File: config.mk
export PLATFORM = sky130hd
export DESIGN_NAME = operand_fetch_stage_flat
export DESIGN_NICKNAME = d
export VERILOG_FILES = /design/src/rtl/operand_fetch_stage_if.sv /design/src/rtl/operand_fetch_stage.sv /design/src/flat_wrapper.sv
export SDC_FILE = /design/constraint.sdc
export NUM_CORES = 1
export LEC_CHECK = 0
export CAP_MARGIN = 20
export CORE_MARGIN = 1
export CORE_UTILIZATION = 40
export CTS_CLUSTER_SIZE = 14
export DETAILED_ROUTE_END_ITERATION = 8
export PLACE_DENSITY = 0.78
export SYNTH_ARGS = -nofsm -noshare
export SYNTH_HDL_FRONTEND = slang
export SYNTH_SLANG_ARGS = --single-unit
File: constraint.sdc
create_clock -name clock -period 3.9 [get_ports clock]
set_clock_uncertainty 0.15 [all_clocks]
set_input_delay 0.39 -clock clock [delete_from_list [all_inputs] [get_ports clock]]
set_output_delay 0.39 -clock clock [all_outputs]
set_load 0.1 [all_outputs]
File: src/rtl/operand_fetch_stage_if.sv
// Operand fetch stage bundle: decode handshake, register file read port,
// writeback stream, flush, execute handshake and the hazard stall counter.
//   master: the side driving decode/RF-data/writeback/flush/out_ready
//   slave : the operand fetch stage itself
interface operand_fetch_stage_if #(
    parameter int DATA_SIZE = 32,
    parameter int GPR_SIZE  = 5
);
    logic                 in_valid;
    logic                 in_ready;
    logic [GPR_SIZE-1:0]  in_rs0;
    logic [GPR_SIZE-1:0]  in_rs1;
    logic [GPR_SIZE-1:0]  in_rd;
    logic                 in_use_rs0;
    logic                 in_use_rs1;
    logic                 in_rd_write;
    logic [DATA_SIZE-1:0] in_imm;

    logic [GPR_SIZE-1:0]  rf_read_address0;
    logic [GPR_SIZE-1:0]  rf_read_address1;
    logic [DATA_SIZE-1:0] rf_read_data0;
    logic [DATA_SIZE-1:0] rf_read_data1;

    logic                 wb_enable;
    logic [GPR_SIZE-1:0]  wb_address;
    logic [DATA_SIZE-1:0] wb_data;

    logic                 flush;

    logic                 out_valid;
    logic                 out_ready;
    logic [DATA_SIZE-1:0] out_op0;
    logic [DATA_SIZE-1:0] out_op1;
    logic [DATA_SIZE-1:0] out_imm;
    logic [GPR_SIZE-1:0]  out_rd;
    logic                 out_rd_write;

    logic [15:0]          stall_count;

    modport master (
        output in_valid, in_rs0, in_rs1, in_rd,
        output in_use_rs0, in_use_rs1, in_rd_write, in_imm,
        output rf_read_data0, rf_read_data1,
        output wb_enable, wb_address, wb_data,
        output flush, out_ready,
        input  in_ready, rf_read_address0, rf_read_address1,
        input  out_valid, out_op0, out_op1, out_imm,
        input  out_rd, out_rd_write, stall_count
    );

    modport slave (
        input  in_valid, in_rs0, in_rs1, in_rd,
        input  in_use_rs0, in_use_rs1, in_rd_write, in_imm,
        input  rf_read_data0, rf_read_data1,
        input  wb_enable, wb_address, wb_data,
        input  flush, out_ready,
        output in_ready, rf_read_address0, rf_read_address1,
        output out_valid, out_op0, out_op1, out_imm,
        output out_rd, out_rd_write, stall_count
    );
endinterface

File: src/rtl/operand_fetch_stage.sv
// Operand fetch stage: reads the register file, bypasses writeback data,
// stalls on scoreboard hazards (RAW and WAW) and registers the operands.
// Ports: clock, reset (async, active-low), bus (operand_fetch_stage_if.slave)
module operand_fetch_stage #(
    parameter int DATA_SIZE      = 32,
    parameter int GPR_SIZE       = 5,
    parameter int NUMBER_OF_GPRS = 32
) (
    input  logic                 clock,
    input  logic                 reset,
    operand_fetch_stage_if.slave bus
);

    logic [NUMBER_OF_GPRS-1:0] busy_q, busy_d;
    logic [NUMBER_OF_GPRS-1:0] wb_clr, busy_eff;
    logic                      out_valid_q, out_valid_d;
    logic [DATA_SIZE-1:0]      op0_q, op0_d;
    logic [DATA_SIZE-1:0]      op1_q, op1_d;
    logic [DATA_SIZE-1:0]      imm_q, imm_d;
    logic [GPR_SIZE-1:0]       rd_q, rd_d;
    logic                      rd_write_q, rd_write_d;
    logic [15:0]               stall_q, stall_d;

    logic                      hazard;
    logic                      in_ready;
    logic                      xfer;
    logic [DATA_SIZE-1:0]      fwd0, fwd1;

    assign bus.rf_read_address0 = bus.in_rs0;
    assign bus.rf_read_address1 = bus.in_rs1;

    always_comb begin
        wb_clr = '0;
        if (bus.wb_enable) wb_clr[bus.wb_address] = 1'b1;
    end

    // A register being written back this cycle is no longer pending.
    assign busy_eff = busy_q & ~wb_clr;

    assign hazard = (bus.in_use_rs0  & busy_eff[bus.in_rs0])
                  | (bus.in_use_rs1  & busy_eff[bus.in_rs1])
                  | (bus.in_rd_write & busy_eff[bus.in_rd]);

    assign fwd0 = (bus.wb_enable && bus.wb_address == bus.in_rs0)
                ? bus.wb_data : bus.rf_read_data0;
    assign fwd1 = (bus.wb_enable && bus.wb_address == bus.in_rs1)
                ? bus.wb_data : bus.rf_read_data1;

    assign in_ready = !bus.flush && !hazard
                   && (!out_valid_q || bus.out_ready);
    assign xfer     = bus.in_valid && in_ready;

    always_comb begin
        busy_d      = busy_q;
        out_valid_d = out_valid_q;
        op0_d       = op0_q;
        op1_d       = op1_q;
        imm_d       = imm_q;
        rd_d        = rd_q;
        rd_write_d  = rd_write_q;
        stall_d     = stall_q;

        if (bus.in_valid && hazard && !bus.flush
            && stall_q != 16'hFFFF)
            stall_d = stall_q + 16'd1;

        if (bus.flush) begin
            busy_d      = '0;
            out_valid_d = 1'b0;
        end else begin
            // Clear first so a same-address set below wins.
            busy_d = busy_q & ~wb_clr;
            if (xfer) begin
                out_valid_d = 1'b1;
                op0_d       = fwd0;
                op1_d       = fwd1;
                imm_d       = bus.in_imm;
                rd_d        = bus.in_rd;
                rd_write_d  = bus.in_rd_write;
                if (bus.in_rd_write) busy_d[bus.in_rd] = 1'b1;
            end else if (out_valid_q && bus.out_ready) begin
                out_valid_d = 1'b0;
            end
        end
    end

    always_ff @(posedge clock or negedge reset) begin
        if (!reset) begin
            busy_q      <= '0;
            out_valid_q <= 1'b0;
            op0_q       <= '0;
            op1_q       <= '0;
            imm_q       <= '0;
            rd_q        <= '0;
            rd_write_q  <= 1'b0;
            stall_q     <= '0;
        end else begin
            busy_q      <= busy_d;
            out_valid_q <= out_valid_d;
            op0_q       <= op0_d;
            op1_q       <= op1_d;
            imm_q       <= imm_d;
            rd_q        <= rd_d;
            rd_write_q  <= rd_write_d;
            stall_q     <= stall_d;
        end
    end

    assign bus.in_ready     = in_ready;
    assign bus.out_valid    = out_valid_q;
    assign bus.out_op0      = op0_q;
    assign bus.out_op1      = op1_q;
    assign bus.out_imm      = imm_q;
    assign bus.out_rd       = rd_q;
    assign bus.out_rd_write = rd_write_q;
    assign bus.stall_count  = stall_q;

endmodule

File: src/flat_wrapper.sv
// flat-port wrapper written by rule: the top's interface ports become plain ports
module operand_fetch_stage_flat 
#(
    parameter int DATA_SIZE      = 32,
    parameter int GPR_SIZE       = 5,
    parameter int NUMBER_OF_GPRS = 32
)
  (clock, reset, bus_in_valid, bus_in_rs0, bus_in_rs1, bus_in_rd, bus_in_use_rs0, bus_in_use_rs1, bus_in_rd_write, bus_in_imm, bus_rf_read_data0, bus_rf_read_data1, bus_wb_enable, bus_wb_address, bus_wb_data, bus_flush, bus_out_ready, bus_in_ready, bus_rf_read_address0, bus_rf_read_address1, bus_out_valid, bus_out_op0, bus_out_op1, bus_out_imm, bus_out_rd, bus_out_rd_write, bus_stall_count);
  operand_fetch_stage_if #(.DATA_SIZE(DATA_SIZE), .GPR_SIZE(GPR_SIZE)) bus_i ();
  input  logic clock;
  input  logic reset;
  input wire logic [$bits(bus_i.in_valid)-1:0] bus_in_valid;
  input wire logic [$bits(bus_i.in_rs0)-1:0] bus_in_rs0;
  input wire logic [$bits(bus_i.in_rs1)-1:0] bus_in_rs1;
  input wire logic [$bits(bus_i.in_rd)-1:0] bus_in_rd;
  input wire logic [$bits(bus_i.in_use_rs0)-1:0] bus_in_use_rs0;
  input wire logic [$bits(bus_i.in_use_rs1)-1:0] bus_in_use_rs1;
  input wire logic [$bits(bus_i.in_rd_write)-1:0] bus_in_rd_write;
  input wire logic [$bits(bus_i.in_imm)-1:0] bus_in_imm;
  input wire logic [$bits(bus_i.rf_read_data0)-1:0] bus_rf_read_data0;
  input wire logic [$bits(bus_i.rf_read_data1)-1:0] bus_rf_read_data1;
  input wire logic [$bits(bus_i.wb_enable)-1:0] bus_wb_enable;
  input wire logic [$bits(bus_i.wb_address)-1:0] bus_wb_address;
  input wire logic [$bits(bus_i.wb_data)-1:0] bus_wb_data;
  input wire logic [$bits(bus_i.flush)-1:0] bus_flush;
  input wire logic [$bits(bus_i.out_ready)-1:0] bus_out_ready;
  output wire logic [$bits(bus_i.in_ready)-1:0] bus_in_ready;
  output wire logic [$bits(bus_i.rf_read_address0)-1:0] bus_rf_read_address0;
  output wire logic [$bits(bus_i.rf_read_address1)-1:0] bus_rf_read_address1;
  output wire logic [$bits(bus_i.out_valid)-1:0] bus_out_valid;
  output wire logic [$bits(bus_i.out_op0)-1:0] bus_out_op0;
  output wire logic [$bits(bus_i.out_op1)-1:0] bus_out_op1;
  output wire logic [$bits(bus_i.out_imm)-1:0] bus_out_imm;
  output wire logic [$bits(bus_i.out_rd)-1:0] bus_out_rd;
  output wire logic [$bits(bus_i.out_rd_write)-1:0] bus_out_rd_write;
  output wire logic [$bits(bus_i.stall_count)-1:0] bus_stall_count;
  assign bus_i.in_valid = bus_in_valid;
  assign bus_i.in_rs0 = bus_in_rs0;
  assign bus_i.in_rs1 = bus_in_rs1;
  assign bus_i.in_rd = bus_in_rd;
  assign bus_i.in_use_rs0 = bus_in_use_rs0;
  assign bus_i.in_use_rs1 = bus_in_use_rs1;
  assign bus_i.in_rd_write = bus_in_rd_write;
  assign bus_i.in_imm = bus_in_imm;
  assign bus_i.rf_read_data0 = bus_rf_read_data0;
  assign bus_i.rf_read_data1 = bus_rf_read_data1;
  assign bus_i.wb_enable = bus_wb_enable;
  assign bus_i.wb_address = bus_wb_address;
  assign bus_i.wb_data = bus_wb_data;
  assign bus_i.flush = bus_flush;
  assign bus_i.out_ready = bus_out_ready;
  assign bus_in_ready = bus_i.in_ready;
  assign bus_rf_read_address0 = bus_i.rf_read_address0;
  assign bus_rf_read_address1 = bus_i.rf_read_address1;
  assign bus_out_valid = bus_i.out_valid;
  assign bus_out_op0 = bus_i.out_op0;
  assign bus_out_op1 = bus_i.out_op1;
  assign bus_out_imm = bus_i.out_imm;
  assign bus_out_rd = bus_i.out_rd;
  assign bus_out_rd_write = bus_i.out_rd_write;
  assign bus_stall_count = bus_i.stall_count;
  operand_fetch_stage #(.DATA_SIZE(DATA_SIZE), .GPR_SIZE(GPR_SIZE), .NUMBER_OF_GPRS(NUMBER_OF_GPRS)) u_core (.clock(clock), .reset(reset), .bus(bus_i));
endmodule
==> out/metrics.json, run 1 <==
{
  "synth-main-ff-cell": "sky130_fd_sc_hd__dfrtp_1",
  "worst-slew-pin-transition_ns": 1.079,
  "cts_buffers": 17,
  "cts.root.buffer_cell": "sky130_fd_sc_hd__clkbuf_16",
  "dr.pass1.iters": 5,
  "ys_top_cells_by_area": "sky130_fd_sc_hd__dfrtp_1 47%, sky130_fd_sc_hd__mux2i_1 9.6%, sky130_fd_sc_hd__nand2_1 4.3%",
  "reg2reg_slack_ns": 0.91,
  "cp-end-kind": "output pin",
  "timing.rr.end": "u_core.busy_q[7]$_DFF_PN0_",
  "cp-start-kind": "input port",
  "postSynthNetCount": 917,
  "h_tree_levels": 4,
  "grt_overflow_total": 0,
  "tns_ns": 0,
  "hold_viol_final": 0,
  "top_fanout_value_on_the_critical_path": 11,
  "postCtsSetupBuffers": 0,
  "setup-violations-final": 0,
  "finalMaxSlewViolations": 0,
  "area_delta_synth_final_pct": 54.93,
  "totalWireLength_microns": 27210,
  "worst_skew_pair.late_latency_ns": 0.41,
  "portion_of_synthesized_cell_area_occupied_by_the_leading_cell_type_pct": 47.09,
  "crit_path_cell_trace": "clkdlybuf4s50_1 > buf_4 > nand2_1 > buf_4 > o21ai_0 > mux2i_1 > a221oi_1 > o211ai_1 > o211a_1 > buf_4 > nor3b_2 > nand2_1 > nor2_4 > buf_12",
  "cts_tree": "done",
  "synth-seq-area-share_pct": 47.09,
  "start_util_pct": 40.96,
  "postSynth.asyncResetShare_pct": 100.0,
  "timing_limited_maximum_frequency_ghz": 0.2632,
  "postSynthRegisterBits": 151,
  "layout-drive-gt1-share_pct": 18.51,
  "floorplan.die_area_sq_um": 20630,
  "finalCriticalPeriod_ns": 3.800,
  "total_power_w": 0.007416,
  "io_buffers": 286,
  "wire_per_inst_microns": 19.57,
  "fp-row-count": 51,
  "cellLeakagePower_nw": 5.161,
  "routed-via-count": 7496,
  "post-route-drc-count": 0,
  "placedInstanceArea_sq_um": 11820,
  "max_slew_margin_pct": 27.86,
  "yosys-top-cells-count": "151 x sky130_fd_sc_hd__dfrtp_1, 91 x sky130_fd_sc_hd__nand2_1, 77 x sky130_fd_sc_hd__mux2i_1",
  "syn-instance-count": 759,
  "post-dp-hpwl_microns": 20610,
  "ant_nets": 0,
  "synth_most_common_cell": "sky130_fd_sc_hd__dfrtp_1",
  "worstHoldPathCells": 2,
  "synthDistinctLibCells": 67,
  "worst_slack_ns": 0.09990,
  "die_w_microns": 143.6,
  "synth.largest_area_cell": "sky130_fd_sc_hd__dfrtp_1",
  "detailedPlace.worstSlack_ns": -0.3993,
  "worst_path_dominant_cell_family": "buffers and inverters",
  "critical_path_cell_count": 14,
  "post_synth_edffs": 0,
  "vdd.ir_drop.worst_uv": 493.4,
  "cp_slowest_cell": "sky130_fd_sc_hd__clkdlybuf4s50_1",
  "design.core.area_sq_um": 19590,
  "synthesis.area_per_instance_sq_um": 10.57,
  "antenna_found_initial": 1,
  "gp_congestion": 0.9577,
  "min_from": "u_core.bus.out_op1[30]$_DFFE_PN0P_",
  "crit_type": "input port to output pin",
  "most_used_cell_along_the_critical_path": "sky130_fd_sc_hd__buf_4",
  "fin_crit_sh_pct": 97.44,
  "timing.rr.start": "u_core.busy_q[18]$_DFF_PN0_",
  "numClockSinks": 151,
  "ys.warnings.count": 0,
  "hold-path-endpoint": "u_core.bus.out_op1[30]$_DFFE_PN0P_",
  "finish.instance_area_sq_um": 12430,
  "run_status": "finished, final reports clean",
  "timing.critical_path.slowest_cell_delay_ns": 0.58,
  "layout_net_count": 1269,
  "cts-root-to-sink-buffers": 2,
  "path_buf_inv": 5,
  "min_path_type": "register to register",
  "critPathRequiredTime_ns": 3.36,
  "floorplan.die.height_microns": 143.6,
  "grt.total_usage_pct": 27.11,
  "grt_first_pass_wirelength_microns": 42070,
  "first_global_vias": 7671,
  "vias_per_cell": 5.393,
  "worst_ep_arrival_time_ns": 3.26,
  "netlist_area_sq_um": 8024,
  "initial_drc_count": 459,
  "grt_max_degree": 82,
  "power.density_nw_per_um2": 596.6,
  "ios": 287,
  "reg2reg_depth": 11,
  "drv.max_cap_violation_count": 0,
  "path_clk_slew_ns": 0.06
}
worst min-delay path: cells and delay by family, from the launching register on:
kind / cells / cell delay, ns
DFF: 1 / 0.34
and+or+nand+nor: 1 / 0.05
AOI/OAI and AO/OA: 1 / 0.06
metrics by stage:
stage          util, %  hold slack (ns)  cells
4_1_cts          63.39           0.3374   1389
5_1_grt          63.46           0.3474   1390
2_1_floorplan        -         -0.05559    759
3_3_place_gp     60.33           0.2930   1356
3_5_place_dp     60.33           0.2969   1356
6_report         63.46           0.3315   1390
area by class of cell:
class,count,area [sq um]
Fill cell,1607,7158
Multi-Input combinational cell,531,3884
Timing Repair Buffer,400,3821
Sequential cell,151,3779
Clock buffer,21,460.4
Tap cell,265,331.6
Clock inverter,11,116.4
Inverter,10,37.54
Antenna cell,1,2.502
registers in the layout, indices dropped and copies added, names as in the netlist:
signal and flops:
u_core.bus.out_op1 32, u_core.bus.out_imm 32, u_core.bus.out_rd_write 1, u_core.bus.out_rd 5, u_core.bus.out_valid 1, u_core.bus.out_op0 32
u_core.bus.stall_count 16, u_core.busy_q 32
worst max-delay path by stage:
stage	from	slack, ns	endpoint
floorplan	bus_wb_address[1]	0.009	bus_in_ready
global placement	bus_wb_address[0]	-0.41	u_core.bus.out_imm[20]$_DFFE_PN0P_
detailed placement	bus_wb_address[0]	-0.40	u_core.bus.out_imm[11]$_DFFE_PN0P_
CTS	bus_wb_address[1]	0.02	bus_in_ready
global route	bus_wb_address[3]	-0.003	bus_in_ready
finish	bus_wb_address[4]	0.1	bus_in_ready
logic make-up after synthesis:
| logic type | count (synthesis) | share of synthesized area (%) |
|---|---|---|
| compound gates | 174 | 14.03 |
| fa+ha+maj | 1 | 0.1559 |
| mux | 125 | 17.28 |
| buf+inv | 77 | 4.990 |
| simple gates | 207 | 13.83 |
| flops | 151 | 47.09 |
| xor+xnor | 24 | 2.620 |
cell usage in the layout, fill, tap and decap left out, types with 5 or more instances in the layout:
master	Yosys	routed
sky130_fd_sc_hd__xor2_1	21	21
sky130_fd_sc_hd__nor3_1	12	12
sky130_fd_sc_hd__nand4_1	5	5
sky130_fd_sc_hd__buf_12	0	10
sky130_fd_sc_hd__o211ai_1	11	11
sky130_fd_sc_hd__and3_1	7	5
sky130_fd_sc_hd__o22ai_2	12	12
sky130_fd_sc_hd__o22ai_1	22	22
sky130_fd_sc_hd__o21ai_0	38	27
sky130_fd_sc_hd__clkbuf_16	0	17
sky130_fd_sc_hd__buf_4	10	113
sky130_fd_sc_hd__mux2_1	25	25
sky130_fd_sc_hd__clkdlybuf4s50_1	0	271
sky130_fd_sc_hd__nor4_1	10	10
sky130_fd_sc_hd__nand3_1	16	16
sky130_fd_sc_hd__o21ai_1	60	69
sky130_fd_sc_hd__mux2i_1	77	77
sky130_fd_sc_hd__mux4_2	5	5
sky130_fd_sc_hd__inv_1	9	9
sky130_fd_sc_hd__dfrtp_1	151	151
sky130_fd_sc_hd__clkinv_4	0	6
sky130_fd_sc_hd__mux2_2	13	13
sky130_fd_sc_hd__nand2b_1	6	5
sky130_fd_sc_hd__nor2_1	17	16
sky130_fd_sc_hd__o2111ai_1	6	6
sky130_fd_sc_hd__mux2_4	5	5
sky130_fd_sc_hd__nor2b_1	8	8
sky130_fd_sc_hd__nand2_1	91	91
timing repair:
| item | 4_1_cts | 5_1_grt |
|---|---|---|
| endpoints found under the setup margin | 1 | 1 |
| resized for setup | 13 | 8 |
| hold endpoints to repair | 70 | 0 |
| hold buffers | 1 | 0 |
| pin swaps | 1 | 0 |
routing by layer:
layer / up-vias / global-route usage, % / part of all wire (%) / wire, microns
met4: 0 / 11.31 / 3.5 / 939
met5: - / 0 / 0 / 0
met1: 3648 / 33.18 / 40 / 10750
li1: 3459 / - / - / -
met3: 61 / 7.631 / 8.1 / 2191
met2: 328 / 44.79 / 49 / 13330
power breakdown:
| group | switching, W | internal (W) |
|---|---|---|
| logic | 0.00284 | 0.000917 |
| registers | 0.000185 | 0.00187 |
| clock network | 0.000687 | 0.000926 |
| total | 0.00371 | 0.00371 |
No activity file was read; power rests on OpenSTA's default activity.
==> run 2, diff against run 1 <==
--- a/config.mk
+++ b/config.mk
@@ -8,7 +8,6 @@
 export CAP_MARGIN = 20
 export CORE_MARGIN = 1
 export CORE_UTILIZATION = 40
-export CTS_CLUSTER_SIZE = 14
 export DETAILED_ROUTE_END_ITERATION = 8
 export PLACE_DENSITY = 0.78
 export SYNTH_ARGS = -nofsm -noshare
==> results of run 2 <==
No change in the layout: final DEF, timing and power equal those of run 1.
==> run 3, diff against run 2 <==
--- a/config.mk
+++ b/config.mk
@@ -10,6 +10,7 @@
 export CORE_UTILIZATION = 40
 export DETAILED_ROUTE_END_ITERATION = 8
 export PLACE_DENSITY = 0.78
+export SETUP_SLACK_MARGIN = 0.3
 export SYNTH_ARGS = -nofsm -noshare
 export SYNTH_HDL_FRONTEND = slang
 export SYNTH_SLANG_ARGS = --single-unit
==> run 3 against run 2 <==
Effect of this change: combinational power barely moved; register-to-register slack worse by 0.04 ns; largest power group unchanged; critical path type unchanged; utilization decreased by 0.35 points; count of clock-buffer cells in the layout is 1 lower; non-clock buffer count is 12 lower; first-iteration DRC count rose by 31%.
==> out/metrics.json, run 3 (synthesis gave the netlist of run 1 again) <==
{
  "run_status": {"value": "finished, final reports clean", "change": "unchanged"},
  "initial_drc_count": {"value": 599, "change": "was 459"},
  "path_buf_inv": {"value": 4, "change": "was 5"},
  "die_w": {"value": 143.6, "unit": "microns", "change": "unchanged"},
  "finish.instance_area": {"value": 12360, "unit": "sq um", "change": "was 12430 sq um"},
  "grt_first_pass_wirelength": {"value": 41190, "unit": "microns", "change": "was 42070 microns"},
  "insertedDiodeCount": {"value": 0, "change": "was 1"},
  "vdd.ir_drop.worst": {"value": 452.5, "unit": "uV", "change": "was 493.4 uV"},
  "post-dp-hpwl": {"value": 20110, "unit": "microns", "change": "was 20610 microns"},
  "wire_per_inst": {"value": 19.62, "unit": "microns", "change": "was 19.57 microns"},
  "io_buffers": {"value": 286, "change": "unchanged"},
  "most_used_cell_along_the_critical_path": {"value": "sky130_fd_sc_hd__buf_12", "change": "was sky130_fd_sc_hd__buf_4"},
  "worst_path_dominant_cell_family": {"value": "simple AND/OR/NAND/NOR gates", "change": "was buffers and inverters"},
  "detailedPlace.worstSlack": {"value": -0.1701, "unit": "ns", "change": "was -0.3993 ns"},
  "min_path_type": {"value": "register to register", "change": "unchanged"},
  "cellLeakagePower": {"value": 5.118, "unit": "nW", "change": "was 5.161 nW"},
  "grt_busiest_layer": {"value": "met2", "change": "unchanged"},
  "timing_limited_maximum_frequency": {"value": 0.2799, "unit": "GHz", "change": "was 0.2632 GHz"},
  "rsz0062_at_grt": "true",
  "hold_viol_final": {"value": 0, "change": "unchanged"},
  "start_util": {"value": 40.96, "unit": "%", "change": "unchanged"},
  "tns": {"value": 0, "unit": "ns", "change": "unchanged"},
  "fin_crit_sh": {"value": 91.61, "unit": "%", "change": "was 97.44%"},
  "path_clk_slew": {"value": 0.06, "unit": "ns", "change": "about the same"},
  "floorplan.die.height": {"value": 143.6, "unit": "microns", "change": "unchanged"},
  "cts_buffers": {"value": 17, "change": "unchanged"},
  "hold_ws": {"value": 0.3359, "unit": "ns", "change": "was 0.3315 ns"},
  "worst_ep_arrival_time": {"value": 3.03, "unit": "ns", "change": "was 3.26 ns"},
  "finalMaxSlewViolations": {"value": 0, "change": "unchanged"},
  "numClockSinks": {"value": 151, "change": "unchanged"},
  "gr-usage-met3": {"value": 7.064, "unit": "%", "change": "was 7.631%"},
  "floorplan.die_area": {"value": 20630, "unit": "sq um", "change": "unchanged"},
  "cts.root.buffer_cell": {"value": "sky130_fd_sc_hd__clkbuf_16", "change": "unchanged"},
  "critPathRequiredTime": {"value": 3.36, "unit": "ns", "change": "about the same"},
  "finalCriticalPeriod": {"value": 3.573, "unit": "ns", "change": "was 3.800 ns"},
  "dr.pass1.iters": {"value": 5, "change": "unchanged"},
  "area_delta_synth_final": {"value": 54.08, "unit": "%", "change": "was 54.93%"},
  "met2_usage_in_global_routing": {"value": 43.33, "unit": "%", "change": "was 44.79%"},
  "antenna_found_initial": {"value": 0, "change": "was 1"},
  "reg2reg_slack": {"value": 0.87, "unit": "ns", "change": "was 0.91 ns"},
  "worst_skew_pair.late_latency": {"value": 0.42, "unit": "ns", "change": "was 0.41 ns"},
  "cp-start-kind": {"value": "input port", "change": "unchanged"},
  "max_slew_margin": {"value": 27.68, "unit": "%", "change": "was 27.86%"},
  "cts-root-to-sink-buffers": {"value": 2, "change": "unchanged"},
  "layout-drive-gt1-share": {"value": 18.71, "unit": "%", "change": "was 18.51%"},
  "vias_per_cell": {"value": 5.451, "change": "was 5.393"},
  "grt_overflow_total": {"value": 0, "change": "unchanged"},
  "top_fanout_value_on_the_critical_path": {"value": 5, "change": "was 11"},
  "total_power": {"value": 0.007360, "unit": "W", "change": "was 0.007416 W"},
  "ant_nets": {"value": 0, "change": "unchanged"},
  "cp_slowest_cell": {"value": "sky130_fd_sc_hd__or4b_4", "change": "was sky130_fd_sc_hd__clkdlybuf4s50_1"},
  "gp_congestion": {"value": 0.9852, "change": "was 0.9577"},
  "groute.layer.met1.usage": {"value": 32.25, "unit": "%", "change": "was 33.18%"},
  "layout_net_count": {"value": 1257, "change": "was 1269"},
  "worst-slew-pin-transition": {"value": 1.081, "unit": "ns", "change": "was 1.079 ns"},
  "cp-end-kind": {"value": "output pin", "change": "unchanged"},
  "crit_type": {"value": "input port to output pin", "change": "unchanged"},
  "first_global_vias": {"value": 7613, "change": "was 7671"},
  "cts_tree": {"value": "done", "change": "unchanged"},
  "worst_slack": {"value": 0.3274, "unit": "ns", "change": "was 0.09990 ns"},
  "h_tree_levels": {"value": 4, "change": "unchanged"},
  "routed-via-count": {"value": 7506, "change": "was 7496"},
  "placedInstanceArea": {"value": 11670, "unit": "sq um", "change": "was 11820 sq um"},
  "drv.max_cap_violation_count": {"value": 0, "change": "unchanged"},
  "timing.critical_path.slowest_cell_delay": {"value": 0.58, "unit": "ns", "change": "about the same"},
  "grt_max_degree": {"value": 81, "change": "was 82"},
  "setup-violations-final": {"value": 0, "change": "unchanged"},
  "fp-row-count": {"value": 51, "change": "unchanged"},
  "layout_common_cells": {"value": "269 x sky130_fd_sc_hd__clkdlybuf4s50_1, 151 x sky130_fd_sc_hd__dfrtp_1, 101 x sky130_fd_sc_hd__buf_4, 89 x sky130_fd_sc_hd__nand2_1, 77 x sky130_fd_sc_hd__mux2i_1", "change": "was 271 x sky130_fd_sc_hd__clkdlybuf4s50_1, 151 x sky130_fd_sc_hd__dfrtp_1, 113 x sky130_fd_sc_hd__buf_4, 91 x sky130_fd_sc_hd__nand2_1, 77 x sky130_fd_sc_hd__mux2i_1"},
  "design.core.area": {"value": 19590, "unit": "sq um", "change": "unchanged"},
  "post-route-drc-count": {"value": 0, "change": "unchanged"},
  "grt.total_usage": {"value": 26.52, "unit": "%", "change": "was 27.11%"},
  "totalWireLength": {"value": 27010, "unit": "microns", "change": "was 27210 microns"},
  "mostFrequentLayoutCell": {"value": "sky130_fd_sc_hd__clkdlybuf4s50_1", "change": "unchanged"},
  "crit_path_cell_trace": {"value": "buf_12 > or4b_4 > buf_6 > o21ai_4 > mux2i_1 > a32o_2 > nor4_4 > o211ai_2 > buf_4 > nor3b_4 > nand2_2 > nor2_4 > buf_12", "change": "was clkdlybuf4s50_1 > buf_4 > nand2_1 > buf_4 > o21ai_0 > mux2i_1 > a221oi_1 > o211ai_1 > o211a_1 > buf_4 > nor3b_2 > nand2_1 > nor2_4 > buf_12"},
  "power.density": {"value": 595.4, "unit": "nW/um^2", "change": "was 596.6 nW/um^2"},
  "ios": {"value": 287, "change": "unchanged"}
}
[run 3: changes by cell type in the layout (fill, tap and decap cells not counted), moves of 2 or more]
cell / change
sky130_fd_sc_hd__nand2_1: -2
sky130_fd_sc_hd__clkinv_4: -3
sky130_fd_sc_hd__clkinv_2: +2
sky130_fd_sc_hd__o21ai_1: -5
sky130_fd_sc_hd__clkinvlp_4: +3
sky130_fd_sc_hd__o21ai_0: +4
sky130_fd_sc_hd__buf_4: -12
sky130_fd_sc_hd__clkdlybuf4s50_1: -2
sky130_fd_sc_hd__buf_6: +4
sky130_fd_sc_hd__nand2_2: +2
[run 3: worst register-to-register path: stages, from the launching register on]
cell and delay, ns:
sky130_fd_sc_hd__dfrtp_1 0.44, sky130_fd_sc_hd__o2111ai_1 0.12, sky130_fd_sc_hd__o21ai_0 0.11, sky130_fd_sc_hd__or3b_4 0.39
sky130_fd_sc_hd__nor4_4 0.16, sky130_fd_sc_hd__o211ai_2 0.14, sky130_fd_sc_hd__buf_4 0.15, sky130_fd_sc_hd__buf_4 0.13
sky130_fd_sc_hd__buf_4 0.13, sky130_fd_sc_hd__nor4b_4 0.32, sky130_fd_sc_hd__buf_12 0.19, sky130_fd_sc_hd__nand3b_4 0.27
sky130_fd_sc_hd__o22ai_1 0.24
[run 3: metrics by stage]
step	util [%]	std cells
after CTS	62.62	1372
after global routing	63.11	1377
final	63.11	1377
after global placement	59.57	1336
after floorplan	-	759
after detailed placement	59.57	1336
[run 3: path summary, 6_finish.rpt]
| check | startpoint | to | cells past startpoint |
|---|---|---|---|
| min in group asynchronous | reset | u_core.bus.stall_count[14]$_DFFE_PN0P_ | 2 |
| hold reg to reg | u_core.bus.out_op0[15]$_DFFE_PN0P_ | u_core.bus.out_op0[15]$_DFFE_PN0P_ | 2 |
| max in group asynchronous | reset | u_core.bus.out_imm[14]$_DFFE_PN0P_ | 3 |
| hold / removal | u_core.bus.out_op0[15]$_DFFE_PN0P_ | u_core.bus.out_op0[15]$_DFFE_PN0P_ | 2 |
| setup / recovery | bus_wb_address[0] | bus_in_ready | 13 |
| setup reg to reg | u_core.busy_q[20]$_DFF_PN0_ | u_core.busy_q[20]$_DFF_PN0_ | 12 |
[run 3: layer usage]
metal  wire [microns]  part of all wire (%)
met4             1046                   3.9
met3             2157                   8.0
met1            10590                    39
met5                0                     0
met2            13220                    49
[run 3: repair_timing]
item,4_1_cts,5_1_grt
gates resized for setup,35,22
endpoints found under the setup margin,20,1
hold buffers,1,0
hold endpoints to repair,79,0
pin swaps,7,10
setup buffers,3,5
[run 3: layout make-up]
| class | instances | area (sq um) |
|---|---|---|
| Fill cell | 1616 | 7227 |
| Multi-Input combinational cell | 531 | 3929 |
| Sequential cell | 151 | 3779 |
| Timing Repair Buffer | 388 | 3735 |
| Clock buffer | 20 | 456.7 |
| Tap cell | 265 | 331.6 |
| Clock inverter | 12 | 95.09 |
| Inverter | 10 | 37.54 |
[run 3: report_power, final]
part           total (W)  switching, W  internal (W)
registers        0.00206      0.000189       0.00187
clock network    0.00154      0.000681      0.000856
logic            0.00377       0.00285      0.000922
total            0.00736       0.00371       0.00365
